**src/rtl/serial_addsub.sv**
```systemverilog
// Bit-serial adder/subtractor: one result bit per clock, LSB first, with a
// start/done handshake. Results are registered and only change on completion.
module serial_addsub #(
  parameter int BW_DATA = 8
) (
  input  logic               i_clk,
  input  logic               i_rst,
  input  logic               i_start,
  input  logic               i_sub,
  input  logic [BW_DATA-1:0] i_a,
  input  logic [BW_DATA-1:0] i_b,
  input  logic               i_c,
  output logic               o_busy,
  output logic               o_done,
  output logic [BW_DATA-1:0] o_s,
  output logic               o_c
);

  // Handshake: i_start is accepted only in IDLE or DONE. o_busy is high for
  // exactly BW_DATA cycles, then o_done pulses for one cycle, during which
  // o_s/o_c are already valid and a new i_start is accepted back-to-back.
  localparam int CW = $clog2(BW_DATA + 1);
  localparam logic [CW-1:0] LAST_CNT = CW'(BW_DATA - 1);

  typedef enum logic [1:0] {
    ST_IDLE = 2'd0,
    ST_RUN  = 2'd1,
    ST_DONE = 2'd2
  } state_t;

  state_t             state_q;
  logic [BW_DATA-1:0] a_q;
  logic [BW_DATA-1:0] b_q;
  logic [BW_DATA-1:0] res_q;
  logic [BW_DATA-1:0] res_d;
  logic [CW-1:0]      cnt_q;
  logic               cy_q;
  logic               cy_d;
  logic               sub_q;
  logic               bit_d;
  logic               last_d;

  // Subtraction is A + ~B + ~borrow_in; the final carry is the inverted borrow.
  always_comb begin
    bit_d  = a_q[0] ^ b_q[0] ^ cy_q;
    cy_d   = (a_q[0] & b_q[0]) | (a_q[0] & cy_q) | (b_q[0] & cy_q);
    res_d  = res_q >> 1;
    res_d[BW_DATA-1] = bit_d;
    last_d = (cnt_q == LAST_CNT);
  end

  always_ff @(posedge i_clk) begin
    if (i_rst) begin
      state_q <= ST_IDLE;
      a_q     <= '0;
      b_q     <= '0;
      res_q   <= '0;
      cnt_q   <= '0;
      cy_q    <= 1'b0;
      sub_q   <= 1'b0;
      o_busy  <= 1'b0;
      o_done  <= 1'b0;
      o_s     <= '0;
      o_c     <= 1'b0;
    end else begin
      case (state_q)
        ST_IDLE, ST_DONE: begin
          if (i_start) begin
            a_q     <= i_a;
            b_q     <= i_sub ? ~i_b : i_b;
            cy_q    <= i_sub ^ i_c;
            sub_q   <= i_sub;
            res_q   <= '0;
            cnt_q   <= '0;
            state_q <= ST_RUN;
            o_busy  <= 1'b1;
            o_done  <= 1'b0;
          end else begin
            state_q <= ST_IDLE;
            o_busy  <= 1'b0;
            o_done  <= 1'b0;
          end
        end
        ST_RUN: begin
          a_q   <= a_q >> 1;
          b_q   <= b_q >> 1;
          cy_q  <= cy_d;
          res_q <= res_d;
          cnt_q <= cnt_q + 1'b1;
          if (last_d) begin
            o_s     <= res_d;
            o_c     <= sub_q ^ cy_d;
            state_q <= ST_DONE;
            o_busy  <= 1'b0;
            o_done  <= 1'b1;
          end
        end
        default: begin
          state_q <= ST_IDLE;
          o_busy  <= 1'b0;
          o_done  <= 1'b0;
        end
      endcase
    end
  end

endmodule

```
**config.mk**
```make
export PLATFORM = sky130hd
export DESIGN_NAME = serial_addsub
export DESIGN_NICKNAME = d
export VERILOG_FILES = /design/src/rtl/serial_addsub.sv
export SDC_FILE = /design/constraint.sdc
export NUM_CORES = 1
export LEC_CHECK = 0
export CAP_MARGIN = 40
export CORE_MARGIN = 3
export CORE_UTILIZATION = 48
export CTS_BUF_LIST = sky130_fd_sc_hd__clkbuf_2 sky130_fd_sc_hd__clkbuf_4 sky130_fd_sc_hd__clkbuf_8
export DETAILED_ROUTE_END_ITERATION = 16
export GPL_ROUTABILITY_DRIVEN = 0
export PLACE_DENSITY = 0.77
export SETUP_SLACK_MARGIN = 0.1
export SYNTH_ARGS = -nofsm -noshare
export SYNTH_HDL_FRONTEND = slang
export SYNTH_SLANG_ARGS = --single-unit
```
**constraint.sdc**
```tcl
create_clock -name i_clk -period 1.28 [get_ports i_clk]
set_input_delay 0.32 -clock i_clk [delete_from_list [all_inputs] [get_ports i_clk]]
set_output_delay 0.32 -clock i_clk [all_outputs]
set_load 0.005 [all_outputs]
```
==> results.tsv, run 1 <==
stage	metric	value	unit
cts	clock_path_buffers	2	
logic_synthesis	synthCells	200	
power_and_ir_drop	power.net_switching	0.691	mW
power_and_ir_drop	p_clk_frac	0.316	
logic_synthesis	ys_top_cells_by_count	dfxtp_1, a21oi_1, nand3_1	
logic_synthesis	synth_area_leaders	dfxtp_1, a21oi_1, nand3_1	
floorplanning	core-area	3490	sq um
logic_synthesis	synthesis.area	1830	sq um
layout	stdcell_area	2610	sq um
layout	nets	270	
logic_synthesis	ys_warn_count	0	
run	cap_viol_max_count	0	
route	first_pass_iters	6	
route	wl_per_cell	14.9	um
global_routing	gr-usage-all-layers	0.204	
worst_setup_path	path_delay_family	flip-flops	
timing	fin_ws	0.0536	ns
layout	fin_util	0.747	
cts	cts_root_buf	clkbuf_8	
logic_synthesis	ys_async_sr_fraction	0	
logic_synthesis	yosysMostFrequentCell	dfxtp_1	
worst_setup_path	worstSetupStartpointType	register	
logic_synthesis	synth_fp_nets	223	
timing	tightestPinTransition	0.219	ns
route	drc	0	
placed_design	portBuffers	31	
power_and_ir_drop	p_int	2.04	mW
route	vias	1617	
worst_setup_path	reg2reg_to	b_q[4]$_SDFFE_PP0P_	
timing	fmax	815	MHz
timing	rsz0062_at_grt	true	
worst_setup_path	max_stage_delay	0.33	ns
route	via_per_inst	5.52	
power_and_ir_drop	peakVddDrop	0.735	mV
timing	setup-tns-final	0	ns
power_and_ir_drop	seqPwrFrac	0.499	
timing	skew	0.00610	ns
cts	cts_made_buffers	5	
worst_setup_path	cp-end-kind	register	
global_routing	grt.overflow.total	0	
cts	clock-sinks	41	
floorplanning	dieHeight	67.7	um
worst_hold_path	min_to	o_done$_SDFFE_PP0N_	
layout	layout-drive-gt1-share	0.397	
power_and_ir_drop	power.density	1050	nW/um^2
timing	setup-violations-final	0	
timing	period_needed	1.23	ns
worst_setup_path	path_buf_inv	2	
timing	hold_violations	0	
logic_synthesis	synth-edff-count	0	
global_routing	grt_pass1_vias	1468	
route	drtIter0Drc	89	
logic_synthesis	synth_top_cell_area_share	0.449	
route	wirelength	4.38	mm
logic_synthesis	ys.flop_type	dfxtp_1	
worst_setup_path	cp_data_required_time	1.46	ns
logic_synthesis	post_synth.cell_area_avg	9.15	sq um
floorplanning	pin_count	32	
global_routing	grt_pass1_wl	6.96	mm
layout	finalNonFillerCells	293	
logic_synthesis	synth-seq-area-share	0.449	
floorplanning	row_count	21	
cts	clock_latency	0.29	ns
logic_synthesis	synth_top_area_cell	dfxtp_1	
power_and_ir_drop	leakage	0.985	nW
layout	antenna_cells	0	
route	ant_nets	0	
layout	area_delta_synth_final	42.6	%
placed_design	dpl.hpwl	2.57	mm
worst_setup_path	r2r_start	o_busy$_SDFFE_PP0P_	
worst_setup_path	ff2ff_setup_slack	0.05	ns
placed_design	dp_slack	-0.277	ns
floorplanning	chipWidth	67.7	um
global_routing	antenna_found_initial	0	
status	status	finished, final reports clean	
worst_setup_path	crit_path_top_delay_cell	dfxtp_2	
worst_setup_path	arrival	1.40	ns
logic_synthesis	ys_ff_latch	41	
timing	max_slew_margin	0.854	
cts	path_clk_slew	0.07	ns
cts	cts_max_level	2	
worst_setup_path	path_class	register to register	
logic_synthesis	yosysUniqueCellTypes	27	
worst_hold_path	min_from	o_done$_SDFFE_PP0N_	
cts	cts_tree	built	
timing	drv_slew	0	
placed_design	dp_cells	278	
worst_setup_path	cp_max_fo	6	
power_and_ir_drop	swShare	0.253	
power_and_ir_drop	p_comb_frac	0.185	
placed_design	placed_area	2250	sq um
floorplanning	initial_core_util	0.523	
worst_setup_path	worst_r2r_path_depth	5	
worst_hold_path	min_path_cells	2	
worst_setup_path	cp_common_cell	buf_6	
worst_setup_path	path_cells	buf_6 -> and2b_4 -> buf_6 -> a22oi_2 -> a21oi_2	
timing	period_share	0.958	
floorplanning	die_area	4590	sq um
worst_hold_path	hp-class	register to register	
cts	cts_hold_buf	0	
global_routing	grt_max_degree	28	
[worst reg2reg max path, stage by stage (launching register included)]
cell and delay, ns:
dfxtp_2 0.33, buf_6 0.12, and2b_4 0.20, buf_6 0.15
a22oi_2 0.22, a21oi_2 0.09
[layer usage]
metal / vias to the layer above / GRT usage / routed length, um / share of wire
met4: 0 / 0.0608 / 76 / 0.017
met5: - / 0 / 0 / 0
met1: 773 / 0.245 / 1810 / 0.41
met2: 32 / 0.351 / 2320 / 0.53
met3: 8 / 0.0549 / 164 / 0.037
li1: 804 / - / - / -
[flip-flops by register name (all words and copies together), names as in the netlist]
name,count
sub_q,1
o_c,1
cnt_q,4
b_q,8
cy_q,1
a_q,8
o_busy,1
state_q,1
res_q,7
o_s,8
o_done,1
[power groups by stage]
| stage | Clock (mW) | Combinational, mW | Sequential, mW |
|---|---|---|---|
| after floorplan | 0 | 0.236 | 1.38 |
| after global placement | 0 | 0.364 | 1.39 |
| after detailed placement | 0 | 0.370 | 1.39 |
| after CTS | 0.879 | 0.421 | 1.36 |
| after global routing | 0.940 | 0.542 | 1.37 |
| final | 0.866 | 0.505 | 1.36 |
[stage by stage]
stage	power, mW	hold WS (ns)
after global routing	2.85	0.472
final	2.74	0.456
after global placement	1.75	0.446
after detailed placement	1.76	0.449
after floorplan	1.62	0.444
after CTS	2.66	0.456
[area by class of cell]
type                            count  area (sq um)
Multi-Input combinational cell    139          1040
Fill cell                         261           886
Inverter                            1          3.75
Timing Repair Buffer               59           584
Tap cell                           46          57.6
Sequential cell                    41           836
Clock buffer                        7          90.1
[cell usage in the layout (no fill, tap or decap), types with 2 or more instances in the layout]
master | synthesis | final
a21oi_1 | 39 | 23
a21oi_2 | 0 | 16
a22oi_1 | 15 | 3
a22oi_2 | 0 | 12
a31o_1 | 8 | 8
buf_12 | 0 | 2
buf_4 | 4 | 11
buf_6 | 6 | 13
clkbuf_2 | 0 | 7
clkbuf_8 | 0 | 6
clkdlybuf4s15_1 | 0 | 4
clkdlybuf4s50_1 | 0 | 20
dfxtp_1 | 41 | 29
dfxtp_2 | 0 | 12
mux2_4 | 2 | 2
nand2_1 | 14 | 11
nand2_2 | 0 | 2
nand2b_1 | 11 | 11
nand3_1 | 26 | 26
nor2_1 | 2 | 2
xor2_1 | 9 | 9
[cells by family after synthesis]
family,Yosys count,share of synthesized area
buffers and inverters,20,0.0780
XOR/XNOR,10,0.0479
AO/OA/AOI/OAI,65,0.220
multiplexers,2,0.0164
flip-flops,41,0.449
adder cells (fa/ha/maj),2,0.0178
AND/OR/NAND/NOR,60,0.171
[worst max path at each step]
| stage | start | end | slack (ns) | cells past startpoint |
|---|---|---|---|---|
| after global placement | i_start | a_q[6]$_SDFFE_PP0P_ | -0.22 | 5 |
| after floorplan | cnt_q[1]$_SDFFE_PP0P_ | o_s[1]$_SDFFE_PP0P_ | 0.07 | 5 |
| final | o_busy$_SDFFE_PP0P_ | b_q[4]$_SDFFE_PP0P_ | 0.05 | 5 |
| after CTS | cnt_q[0]$_SDFFE_PP0P_ | o_c$_SDFFE_PP0P_ | 0.04 | 5 |
| after global routing | cnt_q[0]$_SDFFE_PP0P_ | o_s[6]$_SDFFE_PP0P_ | 0.03 | 5 |
| after detailed placement | i_start | b_q[6]$_SDFFE_PP0P_ | -0.28 | 5 |
[what timing repair did]
item,CTS,global route
cloned,3,1
pin swaps,23,15
setup endpoints to repair,38,50
hold endpoints to repair,0,0
gates resized for setup,51,51
setup buffers,4,1
Note: power is estimated with default switching activity, not from simulation.
==> run 2, diff against run 1 <==
--- a/config.mk
+++ b/config.mk
@@ -5,6 +5,7 @@
 export SDC_FILE = /design/constraint.sdc
 export NUM_CORES = 1
 export LEC_CHECK = 0
+export ABC_AREA = 1
 export CAP_MARGIN = 40
 export CORE_MARGIN = 3
 export CORE_UTILIZATION = 48
==> run 2 against run 1 <==
Effect of this change:
- combinational power up 4%
- routed wire length up 1.3%
- fmax increased by 1.1%
- largest cell class unchanged
- register-to-register slack about the same
- non-clock buffer count fell by 5
- clock skew fell by 0.00071 ns
- core utilization down 1.2 points
- global-route usage shrank 0.63 points
- first-iteration DRC count is 21% higher
==> results.tsv, run 2 <==
stage	metric	value	unit
status	status	finished, final reports clean	
layout	top_regs	a_q: 8 flops, b_q: 8 flops, o_s: 8 flops	
logic_synthesis	synth_top_cell_area_share	0.465	
timing	fmax	825	MHz
logic_synthesis	synthCells	248	
timing	skew	0.00539	ns
route	via_per_inst	5.03	
logic_synthesis	ys_top_cells_by_count	nand2_1, dfxtp_1, nand3_1	
floorplanning	core-area	3440	sq um
logic_synthesis	ys_async_sr_fraction	0	
cts	clock_path_buffers	2	
placed_design	portBuffers	31	
global_routing	grt_pass1_vias	1510	
layout	final_common_cell	nand2_1	
floorplanning	die_area	4440	sq um
cts	path_clk_slew	0.08	ns
timing	drv_slew	0	
timing	setup-violations-final	0	
timing	hold_violations	0	
layout	nets	322	
logic_synthesis	yosysUniqueCellTypes	20	
timing	max_slew_margin	0.829	
layout	layout_common_cells	nand2_1, dfxtp_1, nand3_1	
floorplanning	row_count	21	
worst_setup_path	worstSetupStartpointType	register	
logic_synthesis	ys_warn_count	0	
logic_synthesis	synthesis.area	1760	sq um
logic_synthesis	synth_top_area_cell	dfxtp_1	
timing	period_share	0.947	
cts	clock_latency	0.29	ns
power_and_ir_drop	leakage	1.16	nW
worst_setup_path	arrival	1.39	ns
cts	cts_made_buffers	5	
worst_setup_path	crit_path_top_delay_cell	dfxtp_4	
worst_setup_path	path_class	register to register	
global_routing	antenna_found_initial	0	
route	drc	0	
placed_design	dp_cells	330	
route	first_pass_iters	4	
global_routing	grt_pass1_wl	6.55	mm
floorplanning	chipWidth	66.6	um
layout	area_delta_synth_final	43.4	%
logic_synthesis	post_synth.cell_area_avg	7.11	sq um
cts	cts_hold_buf	0	
run	cap_viol_max_count	0	
worst_setup_path	path_cells	ha_4 -> nand2_4 -> nor2_4 -> nand2_4 -> nand3_1 -> o21ai_0	
logic_synthesis	synth_area_leaders	dfxtp_1, nand2_1, nand3_1	
placed_design	placed_area	2210	sq um
logic_synthesis	synth-seq-area-share	0.465	
route	ant_nets	0	
route	wirelength	4.43	mm
route	wl_per_cell	12.8	um
worst_hold_path	hp-class	register to register	
cts	cts_tree	built	
cts	cts_max_level	2	
logic_synthesis	ys_ff_latch	41	
logic_synthesis	yosysMostFrequentCell	nand2_1	
layout	layout-drive-gt1-share	0.223	
floorplanning	initial_core_util	0.513	
worst_setup_path	cp-end-kind	register	
logic_synthesis	ys.flop_type	dfxtp_1	
layout	finalNonFillerCells	346	
global_routing	gr-usage-all-layers	0.197	
cts	clock-sinks	41	
logic_synthesis	synth_fp_nets	271	
cts	cts_root_buf	clkbuf_8	
power_and_ir_drop	power.density	1180	nW/um^2
route	drtIter0Drc	108	
timing	rsz0062_at_grt	true	
timing	tightestPinTransition	0.254	ns
power_and_ir_drop	peakVddDrop	0.689	mV
worst_setup_path	max_stage_delay	0.37	ns
worst_setup_path	cp_data_required_time	1.46	ns
worst_setup_path	cp_max_fo	7	
placed_design	dpl.hpwl	2.69	mm
layout	stdcell_area	2530	sq um
global_routing	grt.overflow.total	0	
logic_synthesis	synth-edff-count	0	
floorplanning	pin_count	32	
worst_setup_path	cp_common_cell	nand2_4	
global_routing	grt_max_degree	20	
route	vias	1740	
floorplanning	dieHeight	66.6	um
layout	antenna_cells	0	
timing	period_needed	1.21	ns
==> run 2: layout make-up <==
type / count / area, sq um
Clock buffer: 7 / 90.1
Clock inverter: 1 / 30.0
Fill cell: 269 / 912
Inverter: 23 / 90.1
Multi-Input combinational cell: 174 / 897
Sequential cell: 41 / 843
Tap cell: 46 / 57.6
Timing Repair Buffer: 54 / 522
==> run 2: report_power, final <==
group | internal (mW) | switching (mW) | leakage, nW
registers | 1.34 | 0.0405 | 0.341
clock network | 0.657 | 0.427 | 0.0619
logic | 0.249 | 0.273 | 0.760
==> run 2: worst paths after layout <==
| path | startpoint | endpoint | slack [ns] | cells after the start |
|---|---|---|---|---|
| hold reg to reg | o_done$_SDFFE_PP0N_ | o_done$_SDFFE_PP0N_ | 0.46 | 2 |
| hold / removal | o_done$_SDFFE_PP0N_ | o_done$_SDFFE_PP0N_ | 0.46 | 2 |
| setup / recovery | cnt_q[1]$_SDFFE_PP0P_ | o_s[4]$_SDFFE_PP0P_ | 0.07 | 6 |
| setup reg to reg | cnt_q[1]$_SDFFE_PP0P_ | o_s[4]$_SDFFE_PP0P_ | 0.07 | 6 |
==> run 2: per-layer routing <==
metal / wire, um / up-vias / share of wire / global-route usage
met2: 2170 / 47 / 0.49 / 0.322
met3: 249 / 5 / 0.056 / 0.0523
met4: 56 / 0 / 0.013 / 0.0787
li1: - / 885 / - / -
met1: 1960 / 803 / 0.44 / 0.246
met5: 0 / - / 0 / 0
==> run 2: what timing repair did <==
action | 4_1_cts | 5_1_grt
pin swaps | 1 | 5
setup endpoints to repair | 30 | 42
resized for setup | 41 | 39
gates cloned | 1 | 2
buffers inserted | 2 | 3
==> run 2: per-stage QoR <==
step / setup WS (ns) / TNS [ns] / hold WS [ns] / power [mW] / util
floorplan: 0.109 / 0 / 0.417 / 1.65 / -
global placement: -0.188 / -5.45 / 0.431 / 1.82 / 0.641
detailed placement: -0.208 / -5.67 / 0.434 / 1.83 / 0.641
CTS: 0.0753 / 0 / 0.446 / 2.92 / 0.695
global route: 0.0107 / 0 / 0.474 / 3.10 / 0.735
finish: 0.0672 / 0 / 0.463 / 2.98 / 0.735
==> run 2: kinds of logic (layout without fill, tap and decap cells) <==
kind of cell / count (synthesis) / count (layout) / synth area share
AOI/OAI and AO/OA: 32 / 32 / 0.0957
xor gates and xnor gates: 6 / 6 / 0.0298
buffers and inverters: 34 / 85 / 0.0858
and+or+nand+nor: 133 / 134 / 0.305
adders and majority gates: 2 / 2 / 0.0184
DFF: 41 / 41 / 0.465
==> run 2: critical path: cells and delay by family, from the launching register on <==
| family | cells | cell delay [ns] |
|---|---|---|
| AO/OA/AOI/OAI | 1 | 0.08 |
| adder cells (fa/ha/maj) | 1 | 0.16 |
| flip-flops | 1 | 0.37 |
| AND/OR/NAND/NOR | 4 | 0.49 |
==> run 3, diff against run 2 <==
--- a/config.mk
+++ b/config.mk
@@ -17,3 +17,4 @@
 export SYNTH_ARGS = -nofsm -noshare
 export SYNTH_HDL_FRONTEND = slang
 export SYNTH_SLANG_ARGS = --single-unit
+export TNS_END_PERCENT = 1
==> run 3 against run 2 <==
Effect of this change:
- non-clock buffer count decreased by 3
- first-iteration DRC count decreased by 13%
- clock power about the same
- worst setup slack improved by 0.021 ns
- critical endpoint is now o_c
- highest routed layer unchanged
==> results.tsv, run 3 (same netlist as run 2, synthesis figures left out) <==
stage	metric	value	unit
floorplanning	chipWidth	66.6	um
route	drc	0	
worst_setup_path	path_buf_inv	1	
worst_setup_path	worstSetupStartpointType	register	
timing	hold_violations	0	
floorplanning	core-area	3440	sq um
worst_hold_path	hp-class	register to register	
layout	antenna_cells	0	
floorplanning	dieHeight	66.6	um
layout	final_common_cell	nand2_1	
route	wl_per_cell	12.0	um
timing	fmax	839	MHz
placed_design	dpl.hpwl	2.69	mm
worst_setup_path	worst_r2r_path_depth	6	
layout	layout_common_cells	nand2_1, dfxtp_1, nand3_1	
layout	finalNonFillerCells	343	
timing	tightestPinTransition	0.200	ns
placed_design	portBuffers	31	
run	cap_viol_max_count	0	
layout	layout-drive-gt1-share	0.178	
placed_design	dp_slack	-0.208	ns
cts	clock_latency	0.29	ns
route	ant_nets	0	
cts	cts_tree	built	
worst_setup_path	path_class	register to primary output	
timing	period_needed	1.19	ns
worst_setup_path	cp_data_required_time	0.96	ns
layout	stdcell_area	2450	sq um
power_and_ir_drop	leakage	1.16	nW
worst_setup_path	crit_path_top_delay_cell	dfxtp_2	
placed_design	placed_area	2210	sq um
timing	fin_ws	0.0884	ns
worst_setup_path	r2r_start	cnt_q[1]$_SDFFE_PP0P_	
worst_setup_path	cp-end-kind	primary output	
timing	max_slew_margin	0.867	
floorplanning	die_area	4440	sq um
cts	cts_root_buf	clkbuf_8	
cts	clock_path_buffers	2	
power_and_ir_drop	power.density	1210	nW/um^2
route	wirelength	4.13	mm
global_routing	gr-usage-all-layers	0.192	
worst_hold_path	min_path_cells	1	
global_routing	grt_pass1_vias	1515	
layout	area_delta_synth_final	38.9	%
worst_setup_path	crit_start	o_c$_SDFFE_PP0P_	
layout	top_regs	a_q: 8 flops, b_q: 8 flops, o_s: 8 flops	
placed_design	dp_cells	330	
worst_setup_path	arrival	0.87	ns
floorplanning	pin_count	32	
worst_setup_path	path_cells	dlygate4sd2_1	
route	drtIter0Drc	94	
global_routing	grt.overflow.total	0	
worst_setup_path	cp.depth	1	
cts	cts_hold_buf	0	
timing	drv_slew	0	
timing	setup-violations-final	0	
cts	path_clk_slew	0.07	ns
worst_hold_path	min_from	cnt_q[0]$_SDFFE_PP0P_	
layout	fill_cells	292	
global_routing	grt_pass1_wl	6.42	mm
route	vias	1693	
layout	fin_util	0.712	
worst_setup_path	path_delay_family	flip-flops	
timing	rsz0062_at_grt	true	
timing	period_share	0.931	
power_and_ir_drop	peakVddDrop	0.684	mV
floorplanning	row_count	21	
floorplanning	initial_core_util	0.513	
worst_setup_path	cp_max_fo	2	
global_routing	grt_max_degree	20	
cts	clock-sinks	41	
cts	cts_max_level	2	
route	via_per_inst	4.94	
timing	skew	0.00353	ns
worst_setup_path	max_stage_delay	0.33	ns
layout	nets	319	
global_routing	antenna_found_initial	0	
status	status	finished, final reports clean	
cts	cts_made_buffers	5	
route	first_pass_iters	5	
run 3: layer usage:
layer | wire [um] | global-route usage
met1 | 1930 | 0.232
met2 | 1950 | 0.321
met3 | 191 | 0.0523
met4 | 56 | 0.0787
met5 | 0 | 0
run 3: repair_timing:
| action | 4_1_cts | 5_1_grt |
|---|---|---|
| setup endpoints to repair | 30 | 51 |
| pin swaps | 1 | 4 |
| gates cloned | 0 | 2 |
| buffers inserted | 1 | 2 |
| endpoints found under the hold margin | 0 | 0 |
| gates resized for setup | 22 | 24 |
run 3: power by group:
part | internal [mW] | leakage (nW) | switching [mW]
sequential | 1.34 | 0.337 | 0.0399
clock | 0.657 | 0.0619 | 0.426
combinational | 0.237 | 0.757 | 0.258
total | 2.23 | 1.16 | 0.724
run 3: path summary, 6_finish.rpt:
path | to | slack, ns
setup reg to reg | o_s[4]$_SDFFE_PP0P_ | 0.09
setup / recovery | o_c | 0.09
hold reg to reg | cnt_q[0]$_SDFFE_PP0P_ | 0.47
hold / removal | cnt_q[0]$_SDFFE_PP0P_ | 0.47
run 3: area by class of cell:
class,instances,area [sq um],area share
Multi-Input combinational cell,174,871,0.355
Sequential cell,41,835,0.341
Timing Repair Buffer,51,480,0.196
Clock buffer,7,90.1,0.0368
Inverter,23,86.3,0.0352
Tap cell,46,57.6,0.0235
Clock inverter,1,30.0,0.0123
run 3: through the flow:
| stage | setup TNS, ns | power, mW | hold slack, ns |
|---|---|---|---|
| 6_report | 0 | 2.95 | 0.466 |
| 4_1_cts | 0 | 2.91 | 0.446 |
| 3_5_place_dp | -5.67 | 1.83 | 0.434 |
| 3_3_place_gp | -5.45 | 1.82 | 0.431 |
| 2_1_floorplan | 0 | 1.65 | 0.417 |
| 5_1_grt | 0 | 3.07 | 0.474 |
